--- config.mk ---
export PLATFORM = sky130hd
export DESIGN_NAME = dds_sweep_ctrl_flat
export DESIGN_NICKNAME = d
export VERILOG_FILES = /design/src/rtl/dds_ctrl_pkg.sv /design/src/rtl/dds_sweep_ctrl_if.sv /design/src/rtl/dds_dwell_cnt.sv /design/src/rtl/dds_sweep_ctrl.sv /design/src/flat_wrapper.sv
export SDC_FILE = /design/constraint.sdc
export NUM_CORES = 1
export LEC_CHECK = 0
export ABC_AREA = 1
export BUFFER_PORTS_ARGS = -buffer_cell sky130_fd_sc_hd__buf_4
export CORE_ASPECT_RATIO = 1.4
export CORE_UTILIZATION = 59
export DETAILED_ROUTE_END_ITERATION = 6
export MAX_ROUTING_LAYER = met4
export PLACE_DENSITY = 0.82
export SKIP_CTS_REPAIR_TIMING = 1
export SLEW_MARGIN = 20
export SYNTH_ARGS = -nofsm -noshare
export SYNTH_HDL_FRONTEND = slang
export SYNTH_HIERARCHICAL = 1
export SYNTH_SLANG_ARGS = --single-unit
--- constraint.sdc ---
create_clock -name clk -period 5.43 [get_ports clk]
set_input_delay 0.2715 -clock clk [delete_from_list [all_inputs] [get_ports clk]]
set_output_delay 0.2715 -clock clk [all_outputs]
set_load 0.02 [all_outputs]
--- src/rtl/dds_ctrl_pkg.sv ---
// -----------------------------------------------------------------------------
// dds_ctrl_pkg
// Shared definitions for the DDS frequency-sweep controller:
//   - FSM state encoding (IDLE=0, DWELL=1, STEP=2, DONE=3)
//   - waveform select codes driven on wave_sel
//   - default frequency-word and dwell-counter widths
// -----------------------------------------------------------------------------
package dds_ctrl_pkg;

   // Default widths for the frequency (phase-increment) word and dwell counter.
   localparam int unsigned DefaultFw = 32;
   localparam int unsigned DefaultCw = 16;

   // Sweep controller states.
   typedef enum logic [1:0] {
      StIdle  = 2'd0,
      StDwell = 2'd1,
      StStep  = 2'd2,
      StDone  = 2'd3
   } state_e;

   // Waveform select codes for the waveform ROM mux.
   typedef enum logic [1:0] {
      WaveSine     = 2'd0,
      WaveSquare   = 2'd1,
      WaveTriangle = 2'd2,
      WaveSawtooth = 2'd3
   } wave_e;

endpackage : dds_ctrl_pkg

--- src/rtl/dds_sweep_ctrl_if.sv ---
// -----------------------------------------------------------------------------
// dds_sweep_ctrl_if
// Bundles the configuration handshake, abort and DDS-side outputs of the sweep
// controller.
//   master : configuration source (drives cfg_*, abort; observes status/outputs)
//   slave  : sweep controller (accepts cfg_*, abort; drives cfg_ready, freq_word,
//            wave_sel, dds_en, busy, done)
// Parameters:
//   FW : frequency word width
//   CW : dwell counter width
// -----------------------------------------------------------------------------
interface dds_sweep_ctrl_if
   import dds_ctrl_pkg::*;
#(
   parameter int unsigned FW = DefaultFw,
   parameter int unsigned CW = DefaultCw
) ();

   // Configuration handshake
   logic          cfg_valid;
   logic          cfg_ready;
   logic [FW-1:0] cfg_f_start;
   logic [FW-1:0] cfg_f_stop;
   logic [FW-1:0] cfg_f_step;
   logic [CW-1:0] cfg_dwell;
   logic [1:0]    cfg_wave;
   logic          cfg_loop;

   // Control
   logic          abort;

   // DDS-side outputs and status
   logic [FW-1:0] freq_word;
   logic [1:0]    wave_sel;
   logic          dds_en;
   logic          busy;
   logic          done;

   modport master (
      output cfg_valid, cfg_f_start, cfg_f_stop, cfg_f_step, cfg_dwell, cfg_wave,
             cfg_loop, abort,
      input  cfg_ready, freq_word, wave_sel, dds_en, busy, done
   );

   modport slave (
      input  cfg_valid, cfg_f_start, cfg_f_stop, cfg_f_step, cfg_dwell, cfg_wave,
             cfg_loop, abort,
      output cfg_ready, freq_word, wave_sel, dds_en, busy, done
   );

endinterface : dds_sweep_ctrl_if

--- src/rtl/dds_dwell_cnt.sv ---
// -----------------------------------------------------------------------------
// dds_dwell_cnt
// Down-counter that times how long each frequency word is held.
// Ports:
//   clk        : system clock
//   rst        : synchronous active-high reset (clears the count)
//   load_i     : load load_val_i into the counter (has priority over dec_i)
//   load_val_i : value to load
//   dec_i      : decrement by one (stops at zero)
//   term_o     : count currently equals 1 (last dwell cycle)
// -----------------------------------------------------------------------------
module dds_dwell_cnt
   import dds_ctrl_pkg::*;
#(
   parameter int unsigned CW = DefaultCw
) (
   input  logic          clk,
   input  logic          rst,
   input  logic          load_i,
   input  logic [CW-1:0] load_val_i,
   input  logic          dec_i,
   output logic          term_o
);

   logic [CW-1:0] cnt_q;

   always_ff @(posedge clk) begin
      if (rst) begin
         cnt_q <= '0;
      end else if (load_i) begin
         cnt_q <= load_val_i;
      end else if (dec_i && (cnt_q != '0)) begin
         cnt_q <= cnt_q - CW'(1);
      end
   end

   assign term_o = (cnt_q == CW'(1));

endmodule : dds_dwell_cnt

--- src/rtl/dds_sweep_ctrl.sv ---
// -----------------------------------------------------------------------------
// dds_sweep_ctrl
// Steps a DDS frequency word from f_start towards f_stop in increments of
// f_step, holding each word for max(dwell,1)+1 cycles, optionally looping.
// Ports:
//   clk : system clock (rising edge)
//   rst : synchronous active-high reset
//   bus : dds_sweep_ctrl_if.slave
//         cfg_valid/cfg_ready handshake with cfg_f_start, cfg_f_stop,
//         cfg_f_step, cfg_dwell, cfg_wave, cfg_loop; abort;
//         outputs freq_word, wave_sel, dds_en, busy, done (all registered)
// -----------------------------------------------------------------------------
module dds_sweep_ctrl
   import dds_ctrl_pkg::*;
#(
   parameter int unsigned FW = DefaultFw,
   parameter int unsigned CW = DefaultCw
) (
   input  logic             clk,
   input  logic             rst,
   dds_sweep_ctrl_if.slave  bus
);

   // State and registered outputs
   state_e        state_q;
   logic [FW-1:0] freq_word_q;
   wave_e         wave_sel_q;
   logic          dds_en_q;
   logic          busy_q;
   logic          done_q;

   // Captured configuration
   logic [FW-1:0] f_start_q;
   logic [FW-1:0] f_stop_q;
   logic [FW-1:0] f_step_q;
   logic [CW-1:0] dwell_q;    // already clamped to at least 1
   logic          loop_q;

   // Combinational helpers
   logic          cfg_ready;
   logic          accept;
   logic [CW-1:0] cfg_dwell_eff;
   logic [FW:0]   next_sum;
   logic          sweep_end;
   logic          cnt_load;
   logic [CW-1:0] cnt_load_val;
   logic          cnt_dec;
   logic          cnt_term;

   // Ready is decoded from the state register; it is also held low while rst is
   // asserted so a configuration is never seen as offered during reset.
   assign cfg_ready     = (state_q == StIdle) && !rst;
   assign accept        = bus.cfg_valid && cfg_ready;
   assign cfg_dwell_eff = (bus.cfg_dwell == '0) ? CW'(1) : bus.cfg_dwell;

   // Next word is formed one bit wider so a wrap past 2^FW is seen as the end.
   assign next_sum  = {1'b0, freq_word_q} + {1'b0, f_step_q};
   assign sweep_end = (f_step_q == '0) || next_sum[FW] || (next_sum[FW-1:0] > f_stop_q);

   // Dwell counter control
   always_comb begin
      cnt_load     = 1'b0;
      cnt_load_val = dwell_q;
      cnt_dec      = 1'b0;
      case (state_q)
         StIdle: begin
            if (accept) begin
               cnt_load     = 1'b1;
               cnt_load_val = cfg_dwell_eff;
            end
         end
         StDwell: cnt_dec = !bus.abort;
         StStep:  cnt_load = !bus.abort && (!sweep_end || loop_q);
         StDone:  ;
         default: ;
      endcase
   end

   dds_dwell_cnt #(
      .CW (CW)
   ) u_dwell_cnt (
      .clk        (clk),
      .rst        (rst),
      .load_i     (cnt_load),
      .load_val_i (cnt_load_val),
      .dec_i      (cnt_dec),
      .term_o     (cnt_term)
   );

   // Sweep FSM with registered outputs
   always_ff @(posedge clk) begin
      if (rst) begin
         state_q     <= StIdle;
         freq_word_q <= '0;
         wave_sel_q  <= WaveSine;
         dds_en_q    <= 1'b0;
         busy_q      <= 1'b0;
         done_q      <= 1'b0;
         f_start_q   <= '0;
         f_stop_q    <= '0;
         f_step_q    <= '0;
         dwell_q     <= '0;
         loop_q      <= 1'b0;
      end else begin
         done_q <= 1'b0;
         if (bus.abort && (state_q != StIdle)) begin
            // Abort wins over every other transition; words are left as-is.
            state_q  <= StIdle;
            dds_en_q <= 1'b0;
            busy_q   <= 1'b0;
         end else begin
            unique case (state_q)
               StIdle: begin
                  if (accept) begin
                     f_start_q   <= bus.cfg_f_start;
                     f_stop_q    <= bus.cfg_f_stop;
                     f_step_q    <= bus.cfg_f_step;
                     dwell_q     <= cfg_dwell_eff;
                     loop_q      <= bus.cfg_loop;
                     freq_word_q <= bus.cfg_f_start;
                     wave_sel_q  <= wave_e'(bus.cfg_wave);
                     dds_en_q    <= 1'b1;
                     busy_q      <= 1'b1;
                     state_q     <= StDwell;
                  end
               end
               StDwell: begin
                  if (cnt_term) begin
                     state_q <= StStep;
                  end
               end
               StStep: begin
                  if (sweep_end) begin
                     if (loop_q) begin
                        freq_word_q <= f_start_q;
                        state_q     <= StDwell;
                     end else begin
                        dds_en_q <= 1'b0;
                        done_q   <= 1'b1;
                        state_q  <= StDone;
                     end
                  end else begin
                     freq_word_q <= next_sum[FW-1:0];
                     state_q     <= StDwell;
                  end
               end
               StDone: begin
                  busy_q  <= 1'b0;
                  state_q <= StIdle;
               end
            endcase
         end
      end
   end

   assign bus.cfg_ready = cfg_ready;
   assign bus.freq_word = freq_word_q;
   assign bus.wave_sel  = wave_sel_q;
   assign bus.dds_en    = dds_en_q;
   assign bus.busy      = busy_q;
   assign bus.done      = done_q;

endmodule : dds_sweep_ctrl
--- src/flat_wrapper.sv ---
// flat-port wrapper written by rule: the top's interface ports become plain ports
module dds_sweep_ctrl_flat import dds_ctrl_pkg::*;
#(
   parameter int unsigned FW = DefaultFw,
   parameter int unsigned CW = DefaultCw
)
  (clk, rst, bus_cfg_valid, bus_cfg_f_start, bus_cfg_f_stop, bus_cfg_f_step, bus_cfg_dwell, bus_cfg_wave, bus_cfg_loop, bus_abort, bus_cfg_ready, bus_freq_word, bus_wave_sel, bus_dds_en, bus_busy, bus_done);
  dds_sweep_ctrl_if #(.FW(FW), .CW(CW)) bus_i ();
  input  logic clk;
  input  logic rst;
  input wire logic [$bits(bus_i.cfg_valid)-1:0] bus_cfg_valid;
  input wire logic [$bits(bus_i.cfg_f_start)-1:0] bus_cfg_f_start;
  input wire logic [$bits(bus_i.cfg_f_stop)-1:0] bus_cfg_f_stop;
  input wire logic [$bits(bus_i.cfg_f_step)-1:0] bus_cfg_f_step;
  input wire logic [$bits(bus_i.cfg_dwell)-1:0] bus_cfg_dwell;
  input wire logic [$bits(bus_i.cfg_wave)-1:0] bus_cfg_wave;
  input wire logic [$bits(bus_i.cfg_loop)-1:0] bus_cfg_loop;
  input wire logic [$bits(bus_i.abort)-1:0] bus_abort;
  output wire logic [$bits(bus_i.cfg_ready)-1:0] bus_cfg_ready;
  output wire logic [$bits(bus_i.freq_word)-1:0] bus_freq_word;
  output wire logic [$bits(bus_i.wave_sel)-1:0] bus_wave_sel;
  output wire logic [$bits(bus_i.dds_en)-1:0] bus_dds_en;
  output wire logic [$bits(bus_i.busy)-1:0] bus_busy;
  output wire logic [$bits(bus_i.done)-1:0] bus_done;
  assign bus_i.cfg_valid = bus_cfg_valid;
  assign bus_i.cfg_f_start = bus_cfg_f_start;
  assign bus_i.cfg_f_stop = bus_cfg_f_stop;
  assign bus_i.cfg_f_step = bus_cfg_f_step;
  assign bus_i.cfg_dwell = bus_cfg_dwell;
  assign bus_i.cfg_wave = bus_cfg_wave;
  assign bus_i.cfg_loop = bus_cfg_loop;
  assign bus_i.abort = bus_abort;
  assign bus_cfg_ready = bus_i.cfg_ready;
  assign bus_freq_word = bus_i.freq_word;
  assign bus_wave_sel = bus_i.wave_sel;
  assign bus_dds_en = bus_i.dds_en;
  assign bus_busy = bus_i.busy;
  assign bus_done = bus_i.done;
  dds_sweep_ctrl #(.FW(FW), .CW(CW)) u_core (.clk(clk), .rst(rst), .bus(bus_i));
endmodule
== After elaboration in Yosys (flattened, before gate mapping) ==
Index checks and enable logic that the tools add are counted.
Storage, ports and cells
  input port bits: 119
  output and inout port bits: 38
  flip-flop bits (word level): 168
  logic and storage cells: 76
Operators by class
  reduce and logical (&&, ||, !) cells: 26
  magnitude comparators: 1
  mux-type cells: 23
  bitwise operators: 3
  add/subtract/negate cells: 2
  equality and inequality tests: 9
Operators by type and width (count)
  $mux W32: 3
  $mux W16: 5
  $pmux W32 S2: 1
  $add A32 B32 Y33: 1
  $gt A32 B32 Y1: 1
  $logic_not A32 Y1: 1
  $eq A16 B1 Y1 const B: 1
  $logic_not A16 Y1: 1
  $reduce_bool A16 Y1: 1
  $sub A16 B1 Y16 const B: 1
  $mux W2: 4
  $pmux W2 S4: 1
  $reduce_and A4 Y1: 2
  $reduce_bool A2 Y1: 4
  $mux W1: 6
  $ne A2 B1 Y1 const B: 3
  $pmux W1 S2: 3
  $logic_and A1 B1 Y1: 5
  $eq A2 B2 Y1 const B: 2
  $reduce_and A2 Y1: 2
  $reduce_or A4 Y1: 1
  $logic_not A1 Y1: 3
  $logic_or A1 B1 Y1: 3
  $ne A3 B2 Y1 const B: 1
  6 further kinds: 8

== Depth between registers and ports, before layout ==
Gate-level depths: netlist of run 1.
  word-level depth: 8
  mapped depth: 35
  depth with buffers taken out: 31

== Hierarchy ==
The synthesis of run 1 kept the hierarchy.
Modules (own cells, without submodules)
  dds_sweep_ctrl: cells an instance 1586, area an instance 9735.6 sq um, seq. area each 3042.9 sq um, instances 1
  dds_dwell_cnt: cells an instance 211, area an instance 1231.2 sq um, seq. area each 320.3 sq um, instances 1

== Least setup slack after synthesis of run 1 ==
No wires, ideal clock.
  path type: reg2reg
  start point: register u_core.freq_word_q[0], in the netlist u_core/bus.freq_word[0]
  end point: register u_core.u_dwell_cnt.cnt_q[3]
  setup time: 0.113 ns
  period minus slack after synthesis: 4.211 ns
  slack: 1.219 ns
  cell stages (with the launch flop): 35
  path buffers: 4
  data arrival time: 4.097 ns
  required time: 5.317 ns
  path through: dfxtp_1 -> ha_1 -> inv_1 -> fa_1 -> inv_1 -> nand2_1 -> nand2_1 -> and2_1 -> nand2_1 -> nand3_1 -> nand2_1 -> nand2_1 -> nand2_1 -> nand2_1 -> inv_1 -> ha_1 -> nand2_1 -> nor2_1 -> nand2_1 -> nor4_2 -> nand4_1 -> nand2_1 -> nand2_4 -> nand3_2 -> nand2_1 -> buf_6 -> buf_4 -> inv_1 -> buf_2 -> inv_1 -> buf_2 -> nand3_1 -> nand2_1 -> nor2_1 -> nor2_1
On the way
  longest elaborated chain between the ends: 8
  elaborated cells on any way between the ends: 10
Ends and longest elaborated chain
  start, declared: RTL line dds_sweep_ctrl.sv:26  | logic [FW-1:0] freq_word_q;
  start signal, assigned: RTL line dds_sweep_ctrl.sv:120  | freq_word_q <= bus.cfg_f_start;
  start signal, assigned: RTL line dds_sweep_ctrl.sv:135  | freq_word_q <= f_start_q;
  start signal, assigned: RTL line dds_sweep_ctrl.sv:143  | freq_word_q <= next_sum[FW-1:0];
  $add A32 B32 Y33 (*): RTL line dds_sweep_ctrl.sv:57  | assign next_sum = {1'b0, freq_word_q} + {1'b0, f_step_q};
  $gt A32 B32 Y1 or $logic_or A1 B1 Y1 (tied branches): RTL line dds_sweep_ctrl.sv:58  | assign sweep_end = (f_step_q == '0) || next_sum[FW] || (next_sum[FW-1:0] > f_stop_q);
  $logic_or A1 B1 Y1 (*): RTL line dds_sweep_ctrl.sv:58
  $logic_not A1 Y1 (*): RTL line dds_sweep_ctrl.sv:73  | StStep: cnt_load = !bus.abort && (!sweep_end || loop_q);
  $logic_or A1 B1 Y1 (*): RTL line dds_sweep_ctrl.sv:73
  $logic_and A1 B1 Y1 (*): RTL line dds_sweep_ctrl.sv:73
  $pmux W1 S2 (*): RTL line dds_sweep_ctrl.sv:65  | case (state_q)
  named net u_core.cnt_load: RTL line dds_sweep_ctrl.sv:45  | logic cnt_load;
  $mux W16 or $reduce_bool A2 Y1 (tied branches)
  end signal, assigned: RTL line dds_dwell_cnt.sv:31  | cnt_q <= load_val_i;
  end signal, assigned: RTL line dds_dwell_cnt.sv:33  | cnt_q <= cnt_q - CW'(1);
  end, declared: RTL line dds_dwell_cnt.sv:25  | logic [CW-1:0] cnt_q;
Mark *: on every way through the listed nets, which the timed path passes. The rest lies on a longest branch.
A chain may end at the register's enable or synchronous reset.

== Final worst setup path of run 1 ==
  start point: register u_core.freq_word_q[2], in the netlist u_core/bus.freq_word[2]
  end point: register u_core.u_dwell_cnt.cnt_q[5]
Same word-level chain as after synthesis.

==> results of run 1 <==
## cell usage after synthesis, types with 9 or more instances
library cell	count
a21oi_1	88
buf_2	9
clkbuf_1	46
dfxtp_1	168
ha_1	66
inv_1	265
inv_2	10
nand2_1	583
nand3_1	171
nand4_1	49
nor2_1	167
o21ai_0	78
xor2_1	15
## logic make-up after synthesis
group                    synth area share
AND/OR/NAND/NOR                     0.395
buffers and inverters               0.125
AO/OA/AOI/OAI                      0.0829
flip-flops                          0.307
adder cells (fa/ha/maj)            0.0771
XOR/XNOR                           0.0128
## area by class of cell
| type | instances | area share |
|---|---|---|
| Clock inverter | 14 | 0.0184 |
| Tap cell | 240 | 0.0233 |
| Timing Repair Buffer | 165 | 0.0970 |
| Clock buffer | 18 | 0.0340 |
| Inverter | 281 | 0.0820 |
| Sequential cell | 168 | 0.261 |
| Multi-Input combinational cell | 1278 | 0.485 |
## worst max-delay path: stages (launching register included)
cell and delay, ns:
dfxtp_1 0.34, ha_1 0.40, nand3_1 0.14, nand3_1 0.21, nand2_1 0.12, nand2_1 0.14, nand2_1 0.10, nand2_1 0.11
nand2_1 0.13, nand2_1 0.07, nand2_1 0.07, nand2_1 0.11, ha_1 0.33, nand2_1 0.08, nor2_1 0.14, nand2_1 0.10
nor4_2 0.18, nand4_1 0.13, nand2_1 0.17, nand2_4 0.07, nand3_2 0.10, nand2_2 0.07, inv_1 0.44, inv_1 0.44
nand2_4 0.27, clkinv_2 0.14, nand2_1 0.09, a21oi_1 0.06
## per-layer routing
| metal | vias to the layer above | part of all wire | global-route usage |
|---|---|---|---|
| met4 | 0 | 0.043 | 0.177 |
| li1 | 5861 | - | - |
| met3 | 81 | 0.055 | 0.0390 |
| met2 | 438 | 0.51 | 0.653 |
| met5 | - | 0 | - |
| met1 | 5341 | 0.39 | 0.421 |
## where the power goes
part | leakage [nW] | switching (W) | internal, W
Combinational | 5.19 | 0.00250 | 0.00121
Clock | 0.332 | 0.000551 | 0.000845
Sequential | 1.38 | 0.000255 | 0.00151
Total | 6.91 | 0.00331 | 0.00357
## state kept, by name, indices dropped and copies added, names as in the netlist, 2 cells and up
signal,flops
u_core/bus.freq_word,32
u_core/f_start_q,32
u_core/f_step_q,32
u_core/f_stop_q,32
u_core/dwell_q,16
u_core/u_dwell_cnt/cnt_q,16
u_core/bus.wave_sel,2
u_core/state_q,2
## through the flow
step	total power (W)	utilization	hold slack [ns]	cell area [sq um]
2_1_floorplan	0.00434	-	0.334	11000
3_3_place_gp	0.00531	0.676	0.447	12200
3_5_place_dp	0.00537	0.676	0.458	12200
4_1_cts	0.00680	0.714	0.0172	12900
5_1_grt	0.00734	0.714	0.0386	12900
6_report	0.00688	0.714	0.0304	12900
## worst max-delay path by stage
| stage | from | endpoint | slack (ns) | cells after the start |
|---|---|---|---|---|
| floorplan | u_core/bus.freq_word[0] | u_core/u_dwell_cnt/cnt_q[3] | 1.22 | 34 |
| global placement | u_core/bus.freq_word[0] | u_core/u_dwell_cnt/cnt_q[1] | 0.85 | 30 |
| detailed placement | u_core/bus.freq_word[0] | u_core/u_dwell_cnt/cnt_q[5] | 0.73 | 30 |
| CTS | u_core/bus.freq_word[0] | u_core/u_dwell_cnt/cnt_q[5] | 0.69 | 30 |
| global route | u_core/bus.freq_word[0] | u_core/u_dwell_cnt/cnt_q[1] | 0.04 | 30 |
| finish | u_core/bus.freq_word[2] | u_core/u_dwell_cnt/cnt_q[5] | 0.56 | 27 |
==> reports/qor.yml, run 1 <==
sta:
  fmaxAchievable_mhz: 205
  final_hold_viol_count: 0
  slew-limit-headroom: 0.272
  number_of_endpoints_failing_setup_at_the_final_stage: 0
  rsz0062_at_grt: "no"
  maximum_clock_skew_at_final_layout_ns: 0.0151
  period_share: 0.897
  timing_worst_slew_pin_value_ns: 1.09
  setup-tns-final_ns: 0
  min_period_ns: 4.87
  timing.final.ws_setup_ns: 0.561
  drv_slew: 0
route:
  route.detailed.wl_per_inst_um: 15.9
  routed_via_density: 5.42
  antenna_violating_nets_post_route: 0
  detail_route.iter0.violations: 1022
  routed_wirelength_um: 34500
  detail_route.drc_violations: 0
  dr.pass1.iters: 6
  num_vias: 11700
final_layout:
  post_route_cells_drive_above_1_share: 0.120
  n_antenna_cell: 0
  number_of_nets_in_the_finished_design: 2097
  multiInputGateArea_sq_mm: 0.00625
  final_cell_mix: "nand2_1 (581), inv_1 (264), nand3_1 (171)"
  final-instance-count-excl-fill: 2164
  layout-area-overhead-vs-synth_pct: 17.6
  register_area_sq_mm: 0.00336
  layout_commonest_cell: "nand2_1"
  final.fill_count: 1631
outcome:
  outcome: "finished, final reports clean"
cts:
  numCtsBuffers: 17
  cts_tree: "done"
  clkLatencyLatePin_ns: 0.43
  clock_path_buffers: 2
  ctsRootBufferMaster: "clkbuf_16"
  tritoncts_num_sinks: 168
  clk_transition_reported_paths_ns: 0.08
  ctsHtreeMaxLevel: 4
place:
  place_worst_setup_slack_ns: 0.726
  dp_hpwl_um: 25700
  portBuffers: 156
  finalWeightedCongestion: 0.977
  place.detailed.instances: 2132
grt:
  first_pass_grt_wire_length_um: 52900
  global_route.usage.total: 0.374
  grt_pass1_vias: 10800
  grt_max_degree: 129
  grt-ovfl-total: 0
  antenna_found_initial: 0
floorplanning:
  start_util: 0.607
  std_cell_rows: 58
  ioPinCount: 157
  dieArea_sq_mm: 0.0191
  fp.dieH_um: 163
  die_width_um: 117
  fp.coreArea_sq_mm: 0.0181
worst_hold_path:
  timing.hold.worst.start: "bus_cfg_f_step[8]"
  worst_hold_path_type: "primary input to flip-flop"
  worst_hold_path.num_cells: 3
  hold-path-endpoint: "u_core/f_step_q[8]"
worst_setup_path:
  crit_path_start_kind: "flip-flop"
  worstRegToRegCells: 27
  critPathArrivalTime_ns: 5.17
  cp_max_fo: 19
  end_of_the_worst_register_to_register_path: "u_core/u_dwell_cnt/cnt_q[5]"
  critPathKind: "flip-flop to flip-flop"
  regToRegStartpoint: "u_core/bus.freq_word[2]"
  setup_slack_of_the_worst_register_to_register_path_ns: 0.56
  critical_path.endpoint_type: "flip-flop"
  worstPathRequired_ns: 5.73
power_and_ir_drop:
  power.leakage_nw: 6.91
  power_per_cell_area_mw_per_mm2: 533
  power.ir.vdd_worst_v: 0.000490
yosys:
  synth_cell_types: 41
  yosysTopAreaCellShare: 0.307
  synthArstFlopShare: 0
  postSynth.topFlopCell: "dfxtp_1"
  synth_enable_flop_cells: 0
  synth-seq-area-share: 0.307
  synth_top_cell_by_area: "dfxtp_1"
  yosysWarnings: 6
  synth.net_count: 1983
  post_synth.cell_area_avg_sq_um: 6.10
  yosys_register_bits: 168
  syn-instance-count: 1797
  post_synth_main_area_contributors: "dfxtp_1 (31%), nand2_1 (20%), inv_1 (9.1%), nand3_1 (7.8%), ha_1 (7.5%)"
  syn_area_sq_mm: 0.0110
job:
  maxCapViolations: 0
No activity file was read; power rests on OpenSTA's default activity.
==> run 2, diff against run 1 <==
--- a/config.mk
+++ b/config.mk
@@ -8,10 +8,11 @@
 export ABC_AREA = 1
 export BUFFER_PORTS_ARGS = -buffer_cell sky130_fd_sc_hd__buf_4
 export CORE_ASPECT_RATIO = 1.4
-export CORE_UTILIZATION = 59
+export CORE_UTILIZATION = 60
+export CTS_BUF_LIST = sky130_fd_sc_hd__clkbuf_8
 export DETAILED_ROUTE_END_ITERATION = 6
 export MAX_ROUTING_LAYER = met4
-export PLACE_DENSITY = 0.82
+export PLACE_DENSITY = 0.83
 export SKIP_CTS_REPAIR_TIMING = 1
 export SLEW_MARGIN = 20
 export SYNTH_ARGS = -nofsm -noshare
==> reports/qor.yml, run 2 (synthesized netlist as in run 1, its figures left out) <==
outcome:
  outcome: "finished, violations left"  # was finished, final reports clean
  failed_checks: "negative hold slack"
sta:
  min_period_ns: 4.56  # was 4.87 ns
  fmaxAchievable_mhz: 219  # was 205 MHz
  rsz0062_at_grt: "no"  # unchanged
  fin_hold_ws_ns: -0.00189  # was 0.0304 ns
  maximum_clock_skew_at_final_layout_ns: 0.0201  # was 0.0151 ns
  setup-tns-final_ns: 0  # unchanged
  number_of_endpoints_failing_setup_at_the_final_stage: 0  # unchanged
  period_share: 0.840  # was 0.897
  final_hold_viol_count: 2  # was 0
  timing_worst_slew_pin_value_ns: 1.19  # was 1.09 ns
  slew-limit-headroom: 0.207  # was 0.272
  drv_slew: 0  # unchanged
route:
  routed_wirelength_um: 35400  # was 34500 um
  route.detailed.wl_per_inst_um: 16.2  # was 15.9 um
  num_vias: 11900  # was 11700
  dr.pass1.iters: 6  # unchanged
  detail_route.iter0.violations: 1207  # was 1022
  antenna_violating_nets_post_route: 0  # unchanged
  routed_via_density: 5.44  # was 5.42
  detail_route.drc_violations: 0  # unchanged
worst_setup_path:
  crit_path_start_kind: "flip-flop"  # unchanged
  timing.critical_path.max_delay_family: "simple AND/OR/NAND/NOR gates"  # unchanged
  worst-path-stages: 32  # was 27
  critical_path.endpoint_type: "flip-flop"  # unchanged
  critical-path-max-stage-delay_ns: 0.43  # was 0.44 ns
  critPathArrivalTime_ns: 4.97  # was 5.17 ns
  timing.critical_path.mode_cell: "nand2_1"  # unchanged
  cp.buffers_inverters: 7  # was 3
  critPathKind: "flip-flop to flip-flop"  # unchanged
  cp_max_fo: 19  # unchanged
  worstPathRequired_ns: 5.84  # was 5.73 ns
  slowest_stage: "inv_1"  # unchanged
  worstRegToRegCells: 32  # was 27
final_layout:
  stdcell_area_sq_mm: 0.0128  # was 0.0129 sq mm
  register_area_sq_mm: 0.00336  # unchanged
  final-instance-count-excl-fill: 2183  # was 2164
  layout-area-overhead-vs-synth_pct: 16.5  # was 17.6%
  number_of_nets_in_the_finished_design: 2115  # was 2097
  multiInputGateArea_sq_mm: 0.00625  # unchanged
  final.fill_count: 1643  # was 1631
  layout_commonest_cell: "nand2_1"  # unchanged
  final_cell_mix: "nand2_1 (581), inv_1 (265), nand3_1 (171)"  # was nand2_1 (581), inv_1 (264), nand3_1 (171)
  post_route_cells_drive_above_1_share: 0.118  # was 0.120
place:
  portBuffers: 156  # unchanged
  finalWeightedCongestion: 1.04  # was 0.977
  place.detailed.instances: 2132  # unchanged
  placed_instance_area_sq_mm: 0.0122  # about the same
  dp_hpwl_um: 26700  # was 25700 um
floorplanning:
  fp.coreArea_sq_mm: 0.0179  # was 0.0181 sq mm
  die_width_um: 116  # was 117 um
  std_cell_rows: 58  # unchanged
  start_util: 0.612  # was 0.607
  dieArea_sq_mm: 0.0188  # was 0.0191 sq mm
  fp.dieH_um: 162  # was 163 um
  ioPinCount: 157  # unchanged
grt:
  grt_pass1_vias: 10900  # was 10800
  antenna_found_initial: 1  # was 0
  global_route.usage.total: 0.390  # was 0.374
  grt-ovfl-total: 0  # unchanged
  first_pass_grt_wire_length_um: 54200  # was 52900 um
  grt_max_degree: 103  # was 129
cts:
  clock_path_buffers: 2  # unchanged
  cts_tree: "done"  # unchanged
  numCtsBuffers: 17  # unchanged
  tritoncts_num_sinks: 168  # unchanged
  clkLatencyLatePin_ns: 0.47  # was 0.43 ns
  ctsHtreeMaxLevel: 4  # unchanged
  ctsRootBufferMaster: "clkbuf_8"  # was clkbuf_16
  clk_transition_reported_paths_ns: 0.10  # was 0.08 ns
worst_hold_path:
  worst_hold_path_type: "primary input to flip-flop"  # unchanged
  worst_hold_path.num_cells: 3  # unchanged
power_and_ir_drop:
  power.ir.vdd_worst_v: 0.000491  # was 0.000490 V
  power_per_cell_area_mw_per_mm2: 500  # was 533 mW/mm^2
  power.leakage_nw: 6.85  # was 6.91 nW
job:
  maxCapViolations: 0  # unchanged
## run 2: cell types whose count changed in the layout (fill, tap and decap cells not counted), sizes merged
cell,previous run,this run
inv,279,284
clkbuf,18,17
dlygate4sd3,0,18
bufinv,5,0
diode,0,1
clkinvlp,0,1
## run 2: layout make-up
type                    instances  share of cell area
clock buffers                  17              0.0183
diodes                          1            0.000196
flip-flops and latches        168               0.263
well taps                     240              0.0235
clock inverters                15              0.0119
multi-input cells            1278               0.489
repair buffers                183               0.111
inverters                     281              0.0828
## run 2: worst paths after layout
check / slack (ns) / endpoint / from
setup / recovery: 0.87 / u_core/u_dwell_cnt/cnt_q[8] / u_core/bus.freq_word[0]
setup reg to reg: 0.87 / u_core/u_dwell_cnt/cnt_q[8] / u_core/bus.freq_word[0]
hold reg to reg: 0.47 / u_core/f_stop_q[16] / u_core/f_stop_q[16]
hold / removal: -0.002 / u_core/bus.wave_sel[0] / bus_cfg_wave[0]
## run 2: power by group
part	internal, W	total, W	switching [W]
clock	0.000344	0.000896	0.000552
sequential	0.00151	0.00176	0.000246
combinational	0.00123	0.00374	0.00251
## run 2: metal layers
metal,vias to the layer above,GRT usage,routed length [um]
met5,-,-,0
met4,0,0.199,1800
met3,109,0.0601,2300
met2,461,0.661,17800
met1,5403,0.437,13500
li1,5913,-,-
## run 2: worst min-delay path: stages
cell and delay [ns]:
buf_4 0.07, nand2_1 0.04, nand2_1 0.05
## run 2: through the flow
stage / hold slack [ns] / worst slack, ns / utilization / power [W]
after CTS: -0.0326 / 0.948 / 0.703 / 0.00631
after global placement: 0.448 / 1.07 / 0.681 / 0.00533
after floorplan: 0.334 / 1.22 / - / 0.00434
after detailed placement: 0.457 / 0.997 / 0.681 / 0.00539
after global routing: 0.000137 / 0.431 / 0.713 / 0.00688
final: -0.00189 / 0.870 / 0.713 / 0.00640
